--- src/rtl/vga_timing_pkg.sv ---
// vga_timing_pkg: mode encodings, the timing-set struct and FSM states shared by vga_mode_ctrl.
// Latency: none (types and constants only).
// Backpressure: none.
package vga_timing_pkg;

  localparam logic MODE_800x600 = 1'b0;
  localparam logic MODE_640x480 = 1'b1;

  // One complete generator configuration: horizontal and vertical
  // visible/front-porch/sync/back-porch counts plus the pixel clock divider.
  typedef struct packed {
    logic [11:0] viz_h;
    logic [11:0] fr_h;
    logic [11:0] sy_h;
    logic [11:0] bk_h;
    logic [11:0] viz_v;
    logic [11:0] fr_v;
    logic [11:0] sy_v;
    logic [11:0] bk_v;
    logic [1:0]  div_val;
  } vga_cfg_t;

  localparam vga_cfg_t CFG_800x600 = '{
    viz_h: 12'd800, fr_h: 12'd56, sy_h: 12'd120, bk_h: 12'd64,
    viz_v: 12'd600, fr_v: 12'd37, sy_v: 12'd6,   bk_v: 12'd23,
    div_val: 2'd1
  };

  localparam vga_cfg_t CFG_640x480 = '{
    viz_h: 12'd640, fr_h: 12'd16, sy_h: 12'd96,  bk_h: 12'd48,
    viz_v: 12'd480, fr_v: 12'd10, sy_v: 12'd2,   bk_v: 12'd33,
    div_val: 2'd2
  };

  typedef enum logic [1:0] {
    STARTUP = 2'd0,
    IDLE    = 2'd1,
    PENDING = 2'd2,
    BLANK   = 2'd3
  } vga_state_t;

  function automatic vga_cfg_t cfg_for_mode(input logic mode);
    return (mode == MODE_640x480) ? CFG_640x480 : CFG_800x600;
  endfunction

endpackage

--- src/rtl/sync_debounce.sv ---
// sync_debounce: 2-flop synchroniser followed by a consecutive-sample debounce filter.
// Latency: an input edge reaches filt 2+DEB_CYCLES clocks after it is first sampled.
// Backpressure: none; free-running, one sample per clock.
// Ports: CLK clock, RST sync active-high reset, raw async level in, filt filtered level out.
module sync_debounce #(
  parameter int DEB_CYCLES = 4
) (
  input  logic CLK,
  input  logic RST,
  input  logic raw,
  output logic filt
);

  localparam int CW = (DEB_CYCLES > 1) ? $clog2(DEB_CYCLES) : 1;

  logic          sync1;
  logic          sync2;
  logic [CW-1:0] cnt;

  // cnt counts earlier consecutive samples that disagreed with filt; the
  // DEB_CYCLES-th disagreeing sample in a row updates filt. The run restarts
  // after an update, so cnt never exceeds DEB_CYCLES-1.
  always_ff @(posedge CLK) begin
    if (RST) begin
      sync1 <= 1'b0;
      sync2 <= 1'b0;
      filt  <= 1'b0;
      cnt   <= '0;
    end else begin
      sync1 <= raw;
      sync2 <= sync1;
      if (sync2 == filt) begin
        cnt <= '0;
      end else if (cnt == CW'(DEB_CYCLES - 1)) begin
        filt <= sync2;
        cnt  <= '0;
      end else begin
        cnt <= cnt + CW'(1);
      end
    end
  end

endmodule

--- src/rtl/vga_mode_ctrl.sv ---
// vga_mode_ctrl: sequences VGA mode changes; holds the timing generators in reset while a new set loads.
// Latency: mode edge -> BUSY in 3+DEB_CYCLES clocks; load on the next FRAME_END; TG_RST released BLANK_CYCLES later.
// Backpressure: a requested switch waits in PENDING for FRAME_END; a reverted request cancels it.
// Ports: CLK, RST (sync active-high), MODE (async switch), FRAME_END (last-cycle pulse);
//        VIZ/FR/SY/BK_H/V + DIV_VAL configuration, TG_RST, MODE_CUR, BUSY, CHANGED (all registered).
// Optional: define VGA_MODE_TIMEOUT_EN to force the load after TIMEOUT_CYCLES in PENDING.
module vga_mode_ctrl
  import vga_timing_pkg::*;
#(
  parameter int DEB_CYCLES     = 4,
  parameter int BLANK_CYCLES   = 8,
  parameter int TIMEOUT_CYCLES = 2000000
) (
  input  logic        CLK,
  input  logic        RST,
  input  logic        MODE,
  input  logic        FRAME_END,
  output logic [11:0] VIZ_H,
  output logic [11:0] FR_H,
  output logic [11:0] SY_H,
  output logic [11:0] BK_H,
  output logic [11:0] VIZ_V,
  output logic [11:0] FR_V,
  output logic [11:0] SY_V,
  output logic [11:0] BK_V,
  output logic [1:0]  DIV_VAL,
  output logic        TG_RST,
  output logic        MODE_CUR,
  output logic        BUSY,
  output logic        CHANGED
);

  localparam int BW = (BLANK_CYCLES > 1) ? $clog2(BLANK_CYCLES) : 1;

  if (DEB_CYCLES < 1) begin : g_bad_deb
    $error("vga_mode_ctrl: DEB_CYCLES must be >= 1");
  end
  if (BLANK_CYCLES < 1) begin : g_bad_blank
    $error("vga_mode_ctrl: BLANK_CYCLES must be >= 1");
  end
  if (TIMEOUT_CYCLES < 1) begin : g_bad_tmo
    $error("vga_mode_ctrl: TIMEOUT_CYCLES must be >= 1");
  end

  logic          mode_filt;
  vga_state_t    state;
  vga_cfg_t      cfg;
  logic [BW-1:0] blank_cnt;
  logic          load_go;

  sync_debounce #(
    .DEB_CYCLES (DEB_CYCLES)
  ) u_mode_deb (
    .CLK  (CLK),
    .RST  (RST),
    .raw  (MODE),
    .filt (mode_filt)
  );

`ifdef VGA_MODE_TIMEOUT_EN
  localparam int TW = (TIMEOUT_CYCLES > 1) ? $clog2(TIMEOUT_CYCLES) : 1;

  logic [TW-1:0] pend_cnt;
  logic          pend_tmo;

  assign pend_tmo = (pend_cnt == TW'(TIMEOUT_CYCLES - 1));

  // Cycles spent in PENDING; held at zero elsewhere so every entry starts
  // fresh, and saturates at the timeout value.
  always_ff @(posedge CLK) begin
    if (RST) begin
      pend_cnt <= '0;
    end else if (state != PENDING) begin
      pend_cnt <= '0;
    end else if (!pend_tmo) begin
      pend_cnt <= pend_cnt + TW'(1);
    end
  end

  // A stalled vertical generator is treated as if it had ended its frame.
  assign load_go = FRAME_END | pend_tmo;
`else
  assign load_go = FRAME_END;
`endif

  // Configuration is only written at reset and on the PENDING->BLANK edge,
  // both of which leave TG_RST high, so the generators never see it move
  // while running.
  always_ff @(posedge CLK) begin
    if (RST) begin
      state     <= STARTUP;
      cfg       <= CFG_800x600;
      MODE_CUR  <= MODE_800x600;
      TG_RST    <= 1'b1;
      BUSY      <= 1'b1;
      CHANGED   <= 1'b0;
      blank_cnt <= '0;
    end else begin
      CHANGED <= 1'b0;
      case (state)
        STARTUP: begin
          if (blank_cnt == BW'(BLANK_CYCLES - 1)) begin
            state     <= IDLE;
            TG_RST    <= 1'b0;
            BUSY      <= 1'b0;
            blank_cnt <= '0;
          end else begin
            blank_cnt <= blank_cnt + BW'(1);
          end
        end

        IDLE: begin
          if (mode_filt != MODE_CUR) begin
            state <= PENDING;
            BUSY  <= 1'b1;
          end
        end

        PENDING: begin
          // A request that has reverted wins over a coincident frame end.
          if (mode_filt == MODE_CUR) begin
            state <= IDLE;
            BUSY  <= 1'b0;
          end else if (load_go) begin
            state     <= BLANK;
            TG_RST    <= 1'b1;
            cfg       <= cfg_for_mode(mode_filt);
            MODE_CUR  <= mode_filt;
            blank_cnt <= '0;
          end
        end

        BLANK: begin
          if (blank_cnt == BW'(BLANK_CYCLES - 1)) begin
            state     <= IDLE;
            TG_RST    <= 1'b0;
            BUSY      <= 1'b0;
            CHANGED   <= 1'b1;
            blank_cnt <= '0;
          end else begin
            blank_cnt <= blank_cnt + BW'(1);
          end
        end

        default: begin
          state     <= STARTUP;
          TG_RST    <= 1'b1;
          BUSY      <= 1'b1;
          blank_cnt <= '0;
        end
      endcase
    end
  end

  assign VIZ_H   = cfg.viz_h;
  assign FR_H    = cfg.fr_h;
  assign SY_H    = cfg.sy_h;
  assign BK_H    = cfg.bk_h;
  assign VIZ_V   = cfg.viz_v;
  assign FR_V    = cfg.fr_v;
  assign SY_V    = cfg.sy_v;
  assign BK_V    = cfg.bk_v;
  assign DIV_VAL = cfg.div_val;

endmodule

--- config.mk ---
export PLATFORM = sky130hd
export DESIGN_NAME = vga_mode_ctrl
export DESIGN_NICKNAME = d
export VERILOG_FILES = /design/src/rtl/vga_timing_pkg.sv /design/src/rtl/sync_debounce.sv /design/src/rtl/vga_mode_ctrl.sv
export SDC_FILE = /design/constraint.sdc
export NUM_CORES = 1
export LEC_CHECK = 0
export BUFFER_PORTS_ARGS = -buffer_cell sky130_fd_sc_hd__buf_2
export CAP_MARGIN = 40
export CORE_ASPECT_RATIO = 0.8
export CORE_MARGIN = 3
export CORE_UTILIZATION = 44
export DETAILED_ROUTE_END_ITERATION = 10
export PLACE_DENSITY_LB_ADDON = 0.3
export SKIP_LAST_GASP = 1
export SYNTH_ARGS = -nofsm -noshare
export SYNTH_HDL_FRONTEND = slang
export SYNTH_HIERARCHICAL = 1
export SYNTH_SLANG_ARGS = --single-unit
--- constraint.sdc ---
create_clock -name CLK -period 4.4 [get_ports CLK]
set_input_delay 0.44 -clock CLK [delete_from_list [all_inputs] [get_ports CLK]]
set_output_delay 0.44 -clock CLK [all_outputs]
set_load 0.02 [all_outputs]
; After elaboration in Yosys (flattened, before gate mapping)
; Index checks and enable logic that the tools add are counted.
[op_classes]
addsub = 2
eq_ne = 14
mux = 18
bitwise = 3
n_reduce_logical = 11
[op_table]
columns = cell, n
row1 = $mux 95, 1
row2 = $reduce_and 3->1, 4
row3 = $mux 3, 3
row4 = $mux 2, 4
row5 = $ne 2x2->1 const B, 4
row6 = $eq 2x2->1 const B, 3
row7 = $mux 1, 6
row8 = $pmux 2 s3, 1
row9 = $pmux 3 s2, 1
row10 = $reduce_and 4->1, 1
row11 = $reduce_or 2->1, 2
row12 = $add 3x1->3 const B, 1
row13 = $eq 3x3->1 const B, 1
row14 = $ne 3x3->1 const B, 1
row15 = $not 1->1, 3
row16 = $pmux 1 s3, 1
row17 = $reduce_or 3->1, 1
row18 = $add 2x1->2 const B, 1
row19 = $eq 1x1->1, 2
row20 = $eq 2x1->1 const B, 1
row21 = $logic_not 2->1, 1
row22 = $ne 2x1->1 const B, 1
row23 = $pmux 1 s2, 1
row24 = $reduce_and 2->1, 1
row25 = 2 further kinds, 2
[totals]
register_bits = 112
input_bits = 4

; Longest topological paths before layout
; Gate-level depths: netlist of run 1.
[logic_depth]
word_depth = 4
ltp_mapped = 6
ltp_nobuf = 6

; Cells and area by module
; Netlist of run 1, hierarchy kept.
[modules_own_cells]
columns = module, instances, cells_per_inst, area_per_inst_um2
row1 = vga_mode_ctrl, 1, 162, 1305.0
row2 = sync_debounce, 1, 13, 168.9

; Least setup slack after synthesis of run 1
; No wires, ideal clock.
[synth_path]
kind = reg2reg
start = register BK_H[5] (netlist name)
end = register blank_cnt[0]
setup_ns = 0.070
arrival_time_ns = 1.592
required_ns = 4.330
slack_ns = 2.738
stages_incl_launch_ff = 5
n_path_buf = 0
path_cell_list = dfxtp_1 -> xor2_2 -> a21oi_2 -> or4_1 -> a21oi_1
[synth_rtl]
columns = element, line
row1 = to (signal assigned), vga_mode_ctrl.sv:108  ; blank_cnt <= blank_cnt + BW'(1);
row2 = to (signal assigned), vga_mode_ctrl.sv:141  ; blank_cnt <= blank_cnt + BW'(1);
row3 = to (decl), vga_mode_ctrl.sv:48  ; logic [BW-1:0] blank_cnt;

; Worst setup path in the final report of run 1
[layout_path]
start = register state[0]
end = register state[0]
[layout_via]
elab_chain_cells = 4
word_cells_on_any_way = 10
cone_classes = 6 x eq/ne / 1 x mux / 3 x reduce/logical
[layout_lines]
columns = element, line
row1 = from (decl), vga_mode_ctrl.sv:46  ; vga_state_t state;
row2 = from (signal assigned), vga_mode_ctrl.sv:91  ; state <= STARTUP;
row3 = from (signal assigned), vga_mode_ctrl.sv:103  ; state <= IDLE;
row4 = from (signal assigned), vga_mode_ctrl.sv:114  ; state <= PENDING;
row5 = $eq 2x2->1 / $logic_not 2->1 (equally long branches), vga_mode_ctrl.sv:100  ; case (state)
row6 = $reduce_or 2->1 (no source line), --
row7 = $ne 2x1->1 (no source line), --
row8 = $reduce_and 3->1 (no source line), --
; Parallel ways exist; a longest one is shown, timed or not.
; A chain may end at the register's enable or synchronous reset.

==> results of run 1 <==
[final timing paths]
check | end | from | slack (ps)
hold / removal | u_mode_deb/sync1 | MODE | 400
setup / recovery | state[0] | state[0] | 2670
setup reg to reg | state[0] | state[0] | 2670
hold reg to reg | u_mode_deb/cnt[0] | u_mode_deb/cnt[0] | 430
[power by group through the flow]
stage | Clock [mW] | Combinational, mW | Sequential, mW
after floorplan | 0 | 0.219 | 0.175
after global placement | 0 | 0.187 | 0.172
after detailed placement | 0 | 0.184 | 0.172
after CTS | 0.116 | 0.185 | 0.170
after global routing | 0.120 | 0.203 | 0.173
final | 0.110 | 0.186 | 0.169
[metal layers]
layer	vias up	routed length [um]	global-route usage, %
met5	-	0	0
met3	4	282	1.39
met2	61	857	12.7
li1	416	-	-
met4	0	39	6.43
met1	344	734	9.32
[registers in the layout (all words and copies together) (netlist names)]
| signal | flops |
|---|---|
| u_mode_deb/filt | 1 |
| BK_H | 1 |
| blank_cnt | 3 |
| BUSY | 1 |
| u_mode_deb/sync1 | 1 |
| DIV_VAL | 1 |
| TG_RST | 1 |
| u_mode_deb/sync2 | 1 |
| u_mode_deb/cnt | 2 |
| CHANGED | 1 |
| state | 2 |
[cell usage after synthesis]
library cell               count  area, um^2
sky130_fd_sc_hd__xor2_2        1        16.3
sky130_fd_sc_hd__nor3_1        1        5.00
sky130_fd_sc_hd__o211ai_1      1        7.51
sky130_fd_sc_hd__a21o_2        1        8.76
sky130_fd_sc_hd__or2b_2        1        8.76
sky130_fd_sc_hd__conb_1        2        7.51
sky130_fd_sc_hd__or4_1         1        7.51
sky130_fd_sc_hd__inv_1         3        11.3
sky130_fd_sc_hd__o21ai_0       3        15.0
sky130_fd_sc_hd__nor4b_2       1        15.0
sky130_fd_sc_hd__ha_1          7        87.6
sky130_fd_sc_hd__nand3_1       2        10.0
sky130_fd_sc_hd__a211o_1       2        17.5
sky130_fd_sc_hd__nor2b_1       4        25.0
sky130_fd_sc_hd__a21oi_2       1        8.76
sky130_fd_sc_hd__nor2_1        5        18.8
sky130_fd_sc_hd__dfxtp_1      15         300
sky130_fd_sc_hd__nand2_1       5        18.8
sky130_fd_sc_hd__a211oi_1      1        7.51
sky130_fd_sc_hd__o21bai_1      1        7.51
sky130_fd_sc_hd__mux2i_1       1        10.0
sky130_fd_sc_hd__xnor2_1       2        17.5
sky130_fd_sc_hd__mux2_1        1        11.3
sky130_fd_sc_hd__o31ai_1       1        7.51
sky130_fd_sc_hd__nand4b_1      2        17.5
sky130_fd_sc_hd__nor4_1        1        6.26
sky130_fd_sc_hd__a21oi_1       8        40.0
sky130_fd_sc_hd__o21a_1        2        15.0
sky130_fd_sc_hd__buf_4        98         736
sky130_fd_sc_hd__and3b_1       1        8.76
[stage by stage]
step | instance area [um^2] | util [%] | hold WS (ps) | setup WS (ps) | total power, mW
after floorplan | 1730 | - | 404 | 2740 | 0.394
after global placement | 1220 | 38.7 | 426 | 2720 | 0.359
after detailed placement | 1220 | 38.7 | 422 | 2700 | 0.357
after CTS | 1260 | 40.1 | 398 | 2670 | 0.470
after global routing | 1260 | 40.1 | 401 | 2550 | 0.497
final | 1260 | 40.1 | 403 | 2670 | 0.466
[cell families after synthesis]
kind of cell / share of synthesized area (%)
AND/OR/NAND/NOR: 9.59
buffers and inverters: 50.7
flip-flops: 20.4
XOR/XNOR: 2.29
AO/OA/AOI/OAI: 9.17
other: 0.510
multiplexers: 1.44
adder cells (fa/ha/maj): 5.94
[area by class of cell]
class	count	area, um^2	area share, %
timing repair buffer	35	175	13.9
inverter	3	11.3	0.891
sequential	15	300	23.8
multi-input combinational	127	682	54.0
clock buffer	4	45.0	3.56
tap	40	50.0	3.96
==> impl_metrics.py, run 1 <==
metrics = {
    "global_route": {
        "grt_pass1_vias": 574,
        "gr_usage_total_pct": 7.91,
        "grt_remaining_overflow": 0,
        "antenna_violations_before_repair": 0,
        "grt_start_max_net_pins": 21,
        "global_route_wire_length_before_repair_mm": 2.55,
    },
    "logic_synthesis": {
        "synth_seq_cells": 15,
        "area_of_the_mapped_netlist_mm2": 0.00147,
        "netlist-cell-type-count": 30,
        "synth.avg_cell_area_um2": 8.42,
        "seq_area_frac_synth_pct": 20.4,
        "syn_inst": 175,
        "yosys_warnings": 6,
    },
    "power": {
        "p_leak_nw": 0.673,
        "switchingPower_uw": 191,
        "netSwitchingFraction_pct": 41.1,
        "power.share.sequential_pct": 36.4,
        "peakVddDrop_mv": 0.0974,
        "clockPowerShare_pct": 23.6,
        "p_comb_share_pct": 40.0,
        "internal-power_uw": 275,
        "powerDensity_mw_per_mm2": 369,
    },
    "drt": {
        "drt_iter0_markers": 6,
        "drtPass1Iterations": 3,
        "drc": 0,
        "avgRoutedWirePerCell_um": 8.54,
        "routed_wirelength_mm": 1.91,
        "antenna_left": 0,
        "vias": 825,
        "drt-vias-per-instance": 3.68,
    },
    "place": {
        "gpl.final_weighted_congestion": 0.860,
        "placedCellCount": 220,
        "place_hpwl_mm": 1.52,
        "port-buffer-count": 35,
    },
    "finish": {
        "antenna_cells_inserted": 0,
        "final_nets": 196,
        "layout.cells.most_common": "sky130_fd_sc_hd__conb_1",
        "highest_count_cells_in_the_layout_ignoring_fill_and_taps": "70 x sky130_fd_sc_hd__conb_1, 35 x sky130_fd_sc_hd__buf_2, 15 x sky130_fd_sc_hd__dfxtp_1, 8 x sky130_fd_sc_hd__a21oi_1, 7 x sky130_fd_sc_hd__ha_1",
        "instances_no_fill": 224,
        "layout-drive-gt1-share_pct": 23.4,
        "synthesis_to_finish_area_growth_pct": -14.3,
        "fillCellCount": 344,
    },
    "worst_setup_path": {
        "crit_path_class": "reg -> reg",
        "cp_data_arrival_time_ps": 1860,
        "worstPathCellList": "inv_1, ha_1, nor2b_1, a21oi_1, o21a_1, mux2_1",
        "timing.critical_path.max_delay_family": "flip-flops",
        "timing.critical_path.buf_inv": 1,
        "worst_setup_path_end_kind": "flip-flop",
        "path_depth": 6,
        "worstRegToRegCells": 6,
        "slowest_stage": "sky130_fd_sc_hd__dfxtp_1",
        "cp_data_required_time_ps": 4540,
        "worst-path-max-fanout": 5,
        "kind_of_launch_point_of_the_worst_setup_path": "flip-flop",
        "critical-path-max-stage-delay_ps": 360,
    },
    "timing": {
        "worst_clock_skew_ps": 3.61,
        "setup_viol": 0,
        "final_period_minus_worst_setup_slack_ps": 1730,
        "timing_hold_violations_final": 0,
        "timing.final.max_slew_violations": 0,
        "rsz0062_at_grt": "false",
        "setup_tns_ps": 0,
        "min_period_over_period_pct": 39.2,
        "achievable-frequency_mhz": 579,
    },
    "clock_tree": {
        "cts_setup_buffers": 0,
        "maximum_root_to_sink_buffer_count": 2,
        "clkSlewWorstSetupHoldPaths_ps": 60,
        "cts-root-buf": "sky130_fd_sc_hd__clkbuf_8",
        "cts_inserted_buffers": 3,
        "cts_tree": "done",
        "postCtsHoldBufs": 0,
        "ctsHtreeMaxLevel": 1,
        "cts.sink_count": 15,
        "postCtsResizedCells": 0,
        "clock_latency_ps": 250,
    },
    "die": {
        "floorplan.die.height_um": 57.8,
        "die-area_mm2": 0.00408,
        "core_area_mm2": 0.00315,
        "floorplan.initialDensity_pct": 46.7,
        "rows": 18,
        "ios": 106,
        "fp.dieW_um": 70.7,
    },
    "outcome": {
        "run_status": "finished clean",
    },
    "run": {
        "number_of_max_cap_violations": 0,
    },
    "min_path": {
        "worstHoldPathType": "in -> reg",
        "worstHoldPathCells": 2,
    },
}
Power figures use the tool's default switching activity.
==> run 2, diff against run 1 <==
- CORE_UTILIZATION: 44 -> 37
- clock period: 4.4 -> 1.4 ns (I/O delays scaled with it)
==> run 2 against run 1 <==
Against the previous run: the flow now finishes with violations (setup timing); register-to-register slack got worse by 2800 ps; clock skew decreased by 1.3 ps; non-clock buffer count is 16 higher; critical path type unchanged; critical endpoint is now blank_cnt[0]; via count grew 12%; utilization rose by 0.95 points; worst hold slack lost 290 ps; critical path depth shrank 1; highest routed layer unchanged; largest power group unchanged; maximum frequency grew 13%; cell area up 17%; combinational power rose to 4.4 times the previous value; first-iteration DRC count grew to 5.2 times the previous value.
==> impl_metrics.py, run 2 (synthesis results as in run 1) <==
metrics = {
    "outcome": {
        "run_status": "finished, violations left",
        "failing_checks": "setup timing",
    },
    "drt": {
        "drc": 0,
        "avgRoutedWirePerCell_um": 9.37,
        "dr.max_layer_used": "met4",
        "wl_met2_mm": 1.13,
        "drt_iter0_markers": 31,
        "routed_wirelength_mm": 2.36,
        "vias": 926,
        "drt-vias-per-instance": 3.67,
        "drtPass1Iterations": 4,
        "met3_length_um": 287,
        "detail_route.wirelength.met1_um": 934,
        "antenna_left": 0,
    },
    "timing": {
        "achievable-frequency_mhz": 653,
        "worst_clock_skew_ps": 2.34,
        "setup_viol": 4,
        "timing_hold_violations_final": 0,
        "postLayoutSetupSlackWorst_ps": -131,
        "rsz0062_at_grt": "true",
        "timing.final.max_slew_violations": 0,
        "final_period_minus_worst_setup_slack_ps": 1530,
        "min_period_over_period_pct": 109,
    },
    "finish": {
        "layout.cell_area.non_filler_mm2": 0.00148,
        "layout.cells.most_common": "sky130_fd_sc_hd__conb_1",
        "biggestRegsByFlops": "blank_cnt x3, state x2, u_mode_deb/cnt x2",
        "antenna_cells_inserted": 0,
        "max_reg_flops": 3,
        "fillCellCount": 385,
        "highest_count_cells_in_the_layout_ignoring_fill_and_taps": "70 x sky130_fd_sc_hd__conb_1, 35 x sky130_fd_sc_hd__buf_2, 16 x sky130_fd_sc_hd__buf_4, 10 x sky130_fd_sc_hd__dfxtp_1, 6 x sky130_fd_sc_hd__a21oi_1",
        "final_core_util_pct": 41.0,
        "synthesis_to_finish_area_growth_pct": 0.594,
        "top_register": "blank_cnt",
        "layout-drive-gt1-share_pct": 38.0,
        "final_nets": 212,
    },
    "power": {
        "switchingPower_uw": 685,
        "p_comb_share_pct": 47.6,
        "internal-power_mw": 1.04,
        "clockPowerShare_pct": 20.5,
        "powerDensity_mw_per_mm2": 1160,
        "power.share.sequential_pct": 31.9,
        "peakVddDrop_mv": 0.605,
        "netSwitchingFraction_pct": 39.7,
        "p_leak_nw": 0.759,
    },
    "min_path": {
        "worst_hold_path.endpoint": "u_mode_deb/sync1",
        "worstHoldPathCells": 2,
        "worstHoldPathType": "in -> reg",
        "hp-start": "MODE",
    },
    "die": {
        "floorplan.die.height_um": 62.5,
        "core_area_mm2": 0.00361,
        "ios": 106,
        "floorplan.initialDensity_pct": 40.8,
        "fp.dieW_um": 76.6,
        "rows": 19,
        "die-area_mm2": 0.00478,
    },
    "clock_tree": {
        "cts.sink_count": 15,
        "cts_inserted_buffers": 3,
        "maximum_root_to_sink_buffer_count": 2,
        "cts_tree": "done",
        "clock_latency_ps": 250,
        "clkSlewWorstSetupHoldPaths_ps": 60,
        "ctsHtreeMaxLevel": 1,
        "cts-root-buf": "sky130_fd_sc_hd__clkbuf_8",
        "postCtsHoldBufs": 0,
    },
    "global_route": {
        "gr_usage_total_pct": 8.32,
        "global_route_wire_length_before_repair_mm": 3.20,
        "grt_start_max_net_pins": 21,
        "antenna_violations_before_repair": 0,
        "grt_remaining_overflow": 0,
        "grt_pass1_vias": 666,
    },
    "worst_setup_path": {
        "r2r-start": "blank_cnt[1]",
        "timing.rr.end": "blank_cnt[0]",
        "worstRegToRegCells": 5,
        "worst_setup_path_end_kind": "flip-flop",
        "worst-path-max-fanout": 3,
        "cp_data_arrival_time_ps": 1710,
        "crit_path_class": "reg -> reg",
        "cp_data_required_time_ps": 1580,
        "kind_of_launch_point_of_the_worst_setup_path": "flip-flop",
        "reg2reg_setup_slack_ps": -130,
    },
    "place": {
        "dpl_cell_area_mm2": 0.00136,
        "place_hpwl_mm": 1.81,
        "dp_slack_ps": -140,
        "port-buffer-count": 35,
        "gpl.final_weighted_congestion": 0.773,
    },
    "run": {
        "number_of_max_cap_violations": 0,
    },
}
-- run 2: cell count changes in the layout (fill, tap and decap cells not counted), sizes merged --
cell  before  now
buf       35   51
-- run 2: layout make-up --
class | instances | area (um^2) | share of cell area [%]
multi-input combinational | 127 | 754 | 50.9
tap | 52 | 65.1 | 4.39
clock buffer | 4 | 45.0 | 3.04
sequential | 15 | 312 | 21.0
inverter | 3 | 11.3 | 0.759
timing repair buffer | 51 | 295 | 19.9
-- run 2: what timing repair did --
action                                 CTS  global route
setup endpoints to repair                3            15
buffers inserted                         2             2
gates cloned                             0             0
pin swaps                                2             4
endpoints found under the hold margin    0             0
gates resized for setup                  3             9
-- run 2: metal layers --
metal | track usage [%] | up-vias
met4 | 1.36 | 0
met2 | 13.0 | 59
li1 | - | 452
met1 | 10.5 | 413
met3 | 4.03 | 2
met5 | 0 | -
-- run 2: power by group through the flow --
stage                     Clock, mW  Combinational, mW  Sequential [mW]
after floorplan                   0              0.714            0.554
after global placement            0              0.702            0.542
after detailed placement          0              0.701            0.544
after CTS                     0.365              0.744            0.536
after global routing          0.391              0.882            0.564
final                         0.354              0.821            0.550
-- run 2: worst max-delay path by stage --
stage / from / end / slack (ps) / depth (start not counted)
after detailed placement: blank_cnt[0] / blank_cnt[0] / -140 / 5
after global routing: state[0] / blank_cnt[0] / -190 / 5
final: blank_cnt[1] / blank_cnt[0] / -130 / 5
after CTS: blank_cnt[0] / blank_cnt[0] / -120 / 5
after global placement: blank_cnt[0] / blank_cnt[0] / -120 / 5
after floorplan: state[0] / blank_cnt[0] / -80 / 5
-- run 2: worst max-delay path, cell delays in order, from the launching register on --
cell and delay, ps:
sky130_fd_sc_hd__dfxtp_1 330, sky130_fd_sc_hd__ha_4 170, sky130_fd_sc_hd__ha_4 160, sky130_fd_sc_hd__or2b_4 250
sky130_fd_sc_hd__or4_4 420, sky130_fd_sc_hd__a21oi_2 130
-- run 2: metrics by stage --
step	TNS, ps	hold WS, ps	total power, mW	std cells
floorplan	-111	212	1.27	243
global placement	-296	361	1.24	244
detailed placement	-350	367	1.24	244
CTS	-351	109	1.65	250
global route	-668	131	1.84	252
finish	-336	109	1.72	252
